==> src/rtl/hls_deadlock_monitor_gen.sv <==
// ---------------------------------------------------------------------------
// hls_deadlock_monitor_gen
//
// Purpose: watches the block indications coming out of an HLS design (AXI
// stream FIFOs and sub-instance idle/block pairs) and raises a registered
// deadlock flag once a raw block condition has persisted for HOLD_CYCLES
// consecutive clock edges. The sources active at detection time are kept
// for post-mortem inspection.
//
// Ports:
//   clock            rising-edge clock
//   reset            synchronous, active-high reset
//   axis_block_sigs  per-stream block indications            [N_AXIS]
//   axis_mask        1 excludes that stream from detection    [N_AXIS]
//   inst_idle_sigs   per-instance idle indications            [N_INST]
//   inst_block_sigs  per-instance block indications           [N_INST]
//   clear            single-cycle request to return to IDLE
//   block            registered deadlock flag
//   block_pulse      one-cycle strobe on the cycle block rises
//   cause_axis       unmasked stream blocks captured at detection
//   cause_inst       instance blocks captured at detection
//   hold_count       current persistence count
//   state_dbg        FSM state (0 IDLE, 1 PENDING, 2 BLOCKED)
// ---------------------------------------------------------------------------
module hls_deadlock_monitor_gen #(
    parameter int N_AXIS      = 4,
    parameter int N_INST      = 1,
    parameter int HOLD_CYCLES = 16,
    parameter int CNT_W       = 16,
    parameter int STICKY      = 1
) (
    input  logic              clock,
    input  logic              reset,
    input  logic [N_AXIS-1:0] axis_block_sigs,
    input  logic [N_AXIS-1:0] axis_mask,
    input  logic [N_INST-1:0] inst_idle_sigs,
    input  logic [N_INST-1:0] inst_block_sigs,
    input  logic              clear,
    output logic              block,
    output logic              block_pulse,
    output logic [N_AXIS-1:0] cause_axis,
    output logic [N_INST-1:0] cause_inst,
    output logic [CNT_W-1:0]  hold_count,
    output logic [1:0]        state_dbg
);

    typedef enum logic [1:0] {
        ST_IDLE    = 2'd0,
        ST_PENDING = 2'd1,
        ST_BLOCKED = 2'd2
    } state_t;

    localparam logic [CNT_W-1:0] HOLD_VAL = CNT_W'(HOLD_CYCLES);
    localparam logic [CNT_W-1:0] CNT_ONE  = CNT_W'(1);

    state_t              state_q;
    logic                block_q;
    logic                pulse_q;
    logic [N_AXIS-1:0]   cause_axis_q;
    logic [N_INST-1:0]   cause_inst_q;
    logic [CNT_W-1:0]    hold_q;

    logic [N_AXIS-1:0]   axis_live_d;
    logic                inst_deadlock_d;
    logic                raw_d;
    logic [CNT_W-1:0]    hold_inc_d;

    // An instance group is deadlocked when nobody is doing useful work
    // (each is idle or blocked) and at least one is actually blocked;
    // all-idle is just a quiescent design.
    always_comb begin
        axis_live_d     = axis_block_sigs & ~axis_mask;
        inst_deadlock_d = (&(inst_idle_sigs | inst_block_sigs)) & (|inst_block_sigs);
        raw_d           = (|axis_live_d) | inst_deadlock_d;
        hold_inc_d      = hold_q + CNT_ONE;
    end

    always_ff @(posedge clock) begin
        if (reset) begin
            state_q      <= ST_IDLE;
            block_q      <= 1'b0;
            pulse_q      <= 1'b0;
            cause_axis_q <= '0;
            cause_inst_q <= '0;
            hold_q       <= '0;
        end else begin
            pulse_q <= 1'b0;
            if (clear) begin
                state_q      <= ST_IDLE;
                block_q      <= 1'b0;
                cause_axis_q <= '0;
                cause_inst_q <= '0;
                hold_q       <= '0;
            end else begin
                case (state_q)
                    ST_IDLE: begin
                        if (raw_d) begin
                            if (HOLD_CYCLES == 1) begin
                                state_q      <= ST_BLOCKED;
                                block_q      <= 1'b1;
                                pulse_q      <= 1'b1;
                                cause_axis_q <= axis_live_d;
                                cause_inst_q <= inst_block_sigs;
                                hold_q       <= HOLD_VAL;
                            end else begin
                                state_q <= ST_PENDING;
                                hold_q  <= CNT_ONE;
                            end
                        end else begin
                            hold_q <= '0;
                        end
                    end
                    ST_PENDING: begin
                        if (raw_d) begin
                            if (hold_inc_d == HOLD_VAL) begin
                                state_q      <= ST_BLOCKED;
                                block_q      <= 1'b1;
                                pulse_q      <= 1'b1;
                                cause_axis_q <= axis_live_d;
                                cause_inst_q <= inst_block_sigs;
                                hold_q       <= HOLD_VAL;
                            end else begin
                                hold_q <= hold_inc_d;
                            end
                        end else begin
                            // Any gap restarts the count from zero.
                            state_q <= ST_IDLE;
                            hold_q  <= '0;
                        end
                    end
                    ST_BLOCKED: begin
                        // Non-sticky mode self-clears but keeps the cause
                        // registers so software can still see what fired.
                        if ((STICKY == 0) && !raw_d) begin
                            state_q <= ST_IDLE;
                            block_q <= 1'b0;
                            hold_q  <= '0;
                        end
                    end
                    default: begin
                        state_q <= ST_IDLE;
                        block_q <= 1'b0;
                        hold_q  <= '0;
                    end
                endcase
            end
        end
    end

    assign block       = block_q;
    assign block_pulse = pulse_q;
    assign cause_axis  = cause_axis_q;
    assign cause_inst  = cause_inst_q;
    assign hold_count  = hold_q;
    assign state_dbg   = state_q;

endmodule

==> config.mk <==
export PLATFORM = sky130hd
export DESIGN_NAME = hls_deadlock_monitor_gen
export DESIGN_NICKNAME = d
export VERILOG_FILES = /design/src/rtl/hls_deadlock_monitor_gen.sv
export SDC_FILE = /design/constraint.sdc
export NUM_CORES = 1
export LEC_CHECK = 0
export BUFFER_PORTS_ARGS = -buffer_cell sky130_fd_sc_hd__buf_2
export CAP_MARGIN = 10
export CORE_MARGIN = 2
export CORE_UTILIZATION = 53
export DETAILED_ROUTE_END_ITERATION = 6
export GPL_TIMING_DRIVEN = 0
export PLACE_DENSITY = 0.77
export SLEW_MARGIN = 20
export SYNTH_ARGS = -nofsm -noshare
export SYNTH_HDL_FRONTEND = slang
export SYNTH_SLANG_ARGS = --single-unit
==> constraint.sdc <==
create_clock -name clock -period 2.9 [get_ports clock]
set_input_delay 0.145 -clock clock [delete_from_list [all_inputs] [get_ports clock]]
set_output_delay 0.145 -clock clock [all_outputs]
set_load 0.01 [all_outputs]
### Word level (Yosys, flattened, before mapping)

Cells that the tools add are included.

| cells by class | value |
|---|---|
| equal/unequal tests | 7 |
| reduce and logical (&&, ||, !) cells | 8 |
| add/subtract/negate cells | 1 |
| muxes and demuxes | 12 |
| bitwise logic cells | 9 |

Operator list:

| kind | count |
|---|---|
| 16-bit one-hot mux with 3 select lines | 1 |
| 16-bit two-way mux | 2 |
| 16-bit by 1-bit adder with 16-bit output (second input constant) | 1 |
| 16-bit by 5-bit == test with 1-bit output (second input constant) | 1 |
| 3-bit AND reduction | 3 |
| 4-bit OR reduction | 2 |
| 2-bit two-way mux | 3 |
| 2-bit != test (second input constant) | 3 |
| 2-bit one-hot mux with 3 select lines | 1 |
| 4-bit bitwise AND | 1 |
| 1-bit two-way mux | 4 |
| 1-bit NOT | 4 |
| 4-bit NOT | 1 |
| 2-bit OR reduction | 2 |
| 3-bit != test (second input constant) | 1 |
| 2-bit by 1-bit == test with 1-bit output (second input constant) | 1 |
| 2-bit == test (second input constant) | 1 |
| 2-bit zero test | 1 |
| 1-bit bitwise OR | 2 |
| 1-bit one-hot mux with 2 select lines | 1 |
| 1-bit bitwise AND | 1 |

| word-level totals | value |
|---|---|
| output and inout bits | 25 |
| flip-flop bits (word level) | 25 |
| logic and storage cells | 43 |

### Logic depth before layout (Yosys ltp)

| logic depth | value |
|---|---|
| depth in word-level cells | 6 |
| mapped depth | 7 |
| gate-level depth less buffers | 7 |

### Worst setup path before layout

No wires, ideal clock.

| timing | value |
|---|---|
| path type | register -> register |
| from | register hold_q[5], in the netlist hold_count[5] |
| to | register cause_axis_q[0], in the netlist cause_axis[0] |
| data required time | 2828 ps |
| data arrival time | 2205 ps |
| library setup time | 72 ps |
| setup slack | 623 ps |
| clock period less this slack | 2277 ps |
| cell stages (with the launch flop) | 8 |
| cells stage by stage | dfxtp_1 -> buf_4 -> nand4_2 -> nor4_1 -> mux2i_1 -> nand4_2 -> nor4_4 -> mux2i_1 |

| on the way | value |
|---|---|
| cells in the longest elaborated chain, start to end | 3 |

RTL lines:

| item | line | text |
|---|---|---|
| start, declared | 61 | `logic [CNT_W-1:0] hold_q;` |
| start signal, assigned | 123 | `hold_q <= hold_inc_d;` |
| 16-bit by 1-bit adder with 16-bit output | 75 | `hold_inc_d = hold_q + CNT_ONE;` |
| 16-bit by 5-bit == test with 1-bit output | 115 | `if (hold_inc_d == HOLD_VAL) begin` |
| 3-bit AND reduction (no source line) | - |  |
| end signal, assigned | 102 | `cause_axis_q <= axis_live_d;` |
| end signal, assigned | 119 | `cause_axis_q <= axis_live_d;` |
| end, declared | 59 | `logic [N_AXIS-1:0] cause_axis_q;` |

No other way between the ends.
A chain may end at the register's enable or synchronous reset.

### Worst setup path in the final report

| timing | value |
|---|---|
| from | register hold_q[9], in the netlist hold_count[9] |
| to | register state_q[0], in the netlist state_dbg[0] |

| on the way | value |
|---|---|
| cells in the longest elaborated chain, start to end | 4 |

RTL lines:

| item | line | text |
|---|---|---|
| 16-bit by 1-bit adder with 16-bit output | 75 |  |
| 16-bit by 5-bit == test with 1-bit output | 115 |  |
| 3-bit != test (no source line) | - |  |
| 3-bit AND reduction (no source line) | - |  |
| end signal, assigned | 80 | `state_q <= ST_IDLE;` |
| end signal, assigned | 116 | `state_q <= ST_BLOCKED;` |
| end signal, assigned | 127 | `state_q <= ST_IDLE;` |
| end, declared | 56 | `state_t state_q;` |

No other way between the ends.

==> run_results.csv <==
group,metric,value,unit
timing,final-max-slew-violation-count,0,
place,place_ws,0.297,ns
hold_path,hp-class,"in -> reg",
synthesis,synth_edf_count,0,
synthesis,ys_seq_area_frac,0.314,
place,place.gp.congestion,0.874,
finish,final_common_cell,"buf_2",
detailed_routing,drt_pass1_iterations,6,
timing,fin_skew,0.00668,ns
worst_setup_path,worstSetupEndpointType,"flip-flop",
worst_setup_path,critPathMaxStageDelay,0.56,ns
cts,cts_tree,"built",
floorplanning,core.rowCount,19,
floorplanning,dieArea,3470,um2
power,p_leak,0.776,nW
timing,hold_viol_final,0,
hold_path,hold-path-cell-count,3,
finish,final_cell_mix,"buf_2, nand2_1, dfxtp_1",
timing,min_period,2.73,ns
synthesis,ys_warn_count,0,
detailed_routing,wire_per_inst,14.6,um
floorplanning,fp.dieW,58.9,um
detailed_routing,drt_iter0_markers,121,
synthesis,ys.flop_type,"dfxtp_1",
timing,setup_viol,0,
synthesis,syn_nets,208,
hold_path,min_from,"inst_block_sigs",
timing,layout_setup_ws,0.167,ns
cts,clk_latency,0.34,ns
worst_setup_path,crit_slowest_cell,"dlygate4sd3_1",
detailed_routing,vias_per_cell,6.01,
grt,grt_overflow,0,
power,power_density,296,nW/um2
power,max-vdd-ir-drop,0.217,mV
grt,antenna_found_initial,0,
outcome,violations,"design-rule violations",
timing,relSlewSlack,0.611,
worst_setup_path,path_cells,"clkbuf_1 > nand4_1 > nor4_2 > xnor2_1 > nand4_1 > nor3_1 > nor4_1 > dlygate4sd3_1",
finish,area_growth,17.4,%
worst_setup_path,critPathTopFamily,"simple AND/OR/NAND/NOR gates",
timing,worst_pin_slew,0.583,ns
cts,clockBufferDepth,2,
grt,grt_pass1_wl,6270,um
floorplanning,initial_core_util,0.569,
finish,nets,251,
detailed_routing,drtAntennaViolNets,0,
cts,cts_root_buf,"clkbuf_4",
detailed_routing,vias,1599,
synthesis,async_reset_ff_frac,0,
floorplanning,core_region_area,2810,um2
synthesis,syn-cell-area,1600,um2
finish,antenna_cells,0,
cts,cts.clk_slew.worst_paths,0.15,ns
outcome,run_status,"complete, but fails checks",
detailed_routing,drc,1,
worst_setup_path,crit_required,3.15,ns
finish,drive_gt1_frac,0.294,
synthesis,synth_seq_cells,25,
place,portBuffers,36,
place,hpwl,2820,um
worst_setup_path,critPathBufInv,2,
worst_setup_path,cp.arrival,2.98,ns
timing,whs,0.0634,ns
cts,clock_sinks,25,
timing,fin_crit_sh,0.942,
cts,cts_buffers,3,
floorplanning,io_pins,38,
detailed_routing,wirelength,3890,um
worst_setup_path,crit_type,"reg -> reg",
timing,fmax,366,MHz
grt,grt_max_degree,16,
hold_path,min_to,"cause_inst$_SDFFE_PP0P_",
grt,first_global_vias,1431,
finish,fillers,245,
worst_setup_path,ff2ff_setup_slack,0.17,ns
synthesis,avgSynthCellArea,8.27,um2
synthesis,synthCells,193,
cts,htreeDepth,1,
worst_setup_path,reg2reg_depth,8,
grt,track_usage,0.234,
synthesis,synth.distinct_cells,48,
worst_setup_path,reg2reg_to,"state_dbg[0]$_SDFFE_PP0P_",
cts,cts_setup_buffers,0,
worst_setup_path,worstReg2RegStart,"hold_count[9]$_SDFFE_PP0N_",
worst_setup_path,path_common_cell,"nand4_1",
floorplanning,die_h,58.9,um
flow_run,drv_cap,0,
worst_setup_path,startpoint_type,"flip-flop",
worst_setup_path,critPathMaxFanout,10,
## sequential cells by signal, summed over array words and instances, names as in the netlist
register and count:
block_pulse 1, cause_inst 1, block 1, cause_axis 4, hold_count 16, state_dbg 2
## synthesized netlist by cell type, drive strengths merged, types with 4 or more instances
cell / count / area (um2)
buf: 9 / 65.1
clkbuf: 6 / 22.5
dfxtp: 25 / 500
mux2i: 7 / 70.1
nand2: 29 / 109
nand3: 20 / 128
nand4: 10 / 75.1
nor2: 13 / 48.8
nor2b: 4 / 25.0
nor4: 8 / 86.3
o21ai: 13 / 76.3
or3: 7 / 48.8
xnor2: 4 / 35.0
xor2: 4 / 35.0
## per-stage QoR
stage	cell area [um2]	power (mW)	std cells	TNS, ns	utilization
global placement	1810	0.385	260	0	0.647
finish	1870	0.554	266	0	0.668
floorplan	1600	0.372	193	0	-
detailed placement	1810	0.386	260	0	0.647
CTS	1860	0.555	266	0	0.665
global route	1870	0.571	266	-0.00560	0.668
## how the worst max path moves through the flow
| stage | from | end | cells after the start |
|---|---|---|---|
| floorplan | hold_count[5]$_SDFFE_PP0N_ | cause_axis[0]$_SDFFE_PP0P_ | 7 |
| global placement | hold_count[5]$_SDFFE_PP0N_ | cause_axis[1]$_SDFFE_PP0P_ | 7 |
| detailed placement | hold_count[5]$_SDFFE_PP0N_ | cause_inst$_SDFFE_PP0P_ | 7 |
| CTS | hold_count[5]$_SDFFE_PP0N_ | state_dbg[0]$_SDFFE_PP0P_ | 8 |
| global route | hold_count[0]$_SDFFE_PP0N_ | state_dbg[0]$_SDFFE_PP0P_ | 7 |
| finish | hold_count[9]$_SDFFE_PP0N_ | state_dbg[0]$_SDFFE_PP0P_ | 8 |
## where the power goes
group | leakage, nW | switching, mW | internal [mW]
Combinational | 0.560 | 0.0187 | 0.0146
Sequential | 0.202 | 0.00299 | 0.346
Clock | 0.0139 | 0.119 | 0.0529
Total | 0.776 | 0.141 | 0.413
## worst register-to-register path: cells and delay by family, from the launching register on
kind	cells	cell delay, ns
and+or+nand+nor	5	1.10
buffers and inverters	2	0.89
DFF	1	0.38
xor gates and xnor gates	1	0.27
## layer usage
layer | vias up | part of all wire | GRT usage
li1 | 782 | - | -
met4 | 0 | 0.018 | 0.101
met2 | 64 | 0.48 | 0.387
met5 | - | 0 | 0
met1 | 744 | 0.44 | 0.301
met3 | 9 | 0.061 | 0.0352
## logic make-up after synthesis
kind of cell,synth area share
buffers and inverters,0.0620
multiplexers,0.0533
AND/OR/NAND/NOR,0.390
AO/OA/AOI/OAI,0.122
adder cells (fa/ha/maj),0.0157
XOR/XNOR,0.0439
flip-flops,0.314
## area by class of cell
type	count	area, um2	share of cell area
Inverter	3	11.3	0.00601
Clock buffer	3	22.5	0.0120
Tap cell	31	38.8	0.0207
Multi-Input combinational cell	150	1000	0.536
Sequential cell	25	500	0.267
Clock inverter	1	7.51	0.00401
Buffer	15	87.6	0.0468
Timing Repair Buffer	38	200	0.107
## repair_timing
action,CTS,global route
resized for setup,0,2
hold buffers,2,0
endpoints found under the hold margin,1,0
endpoints found under the setup margin,0,1
Note: power is estimated with default switching activity, not from simulation.
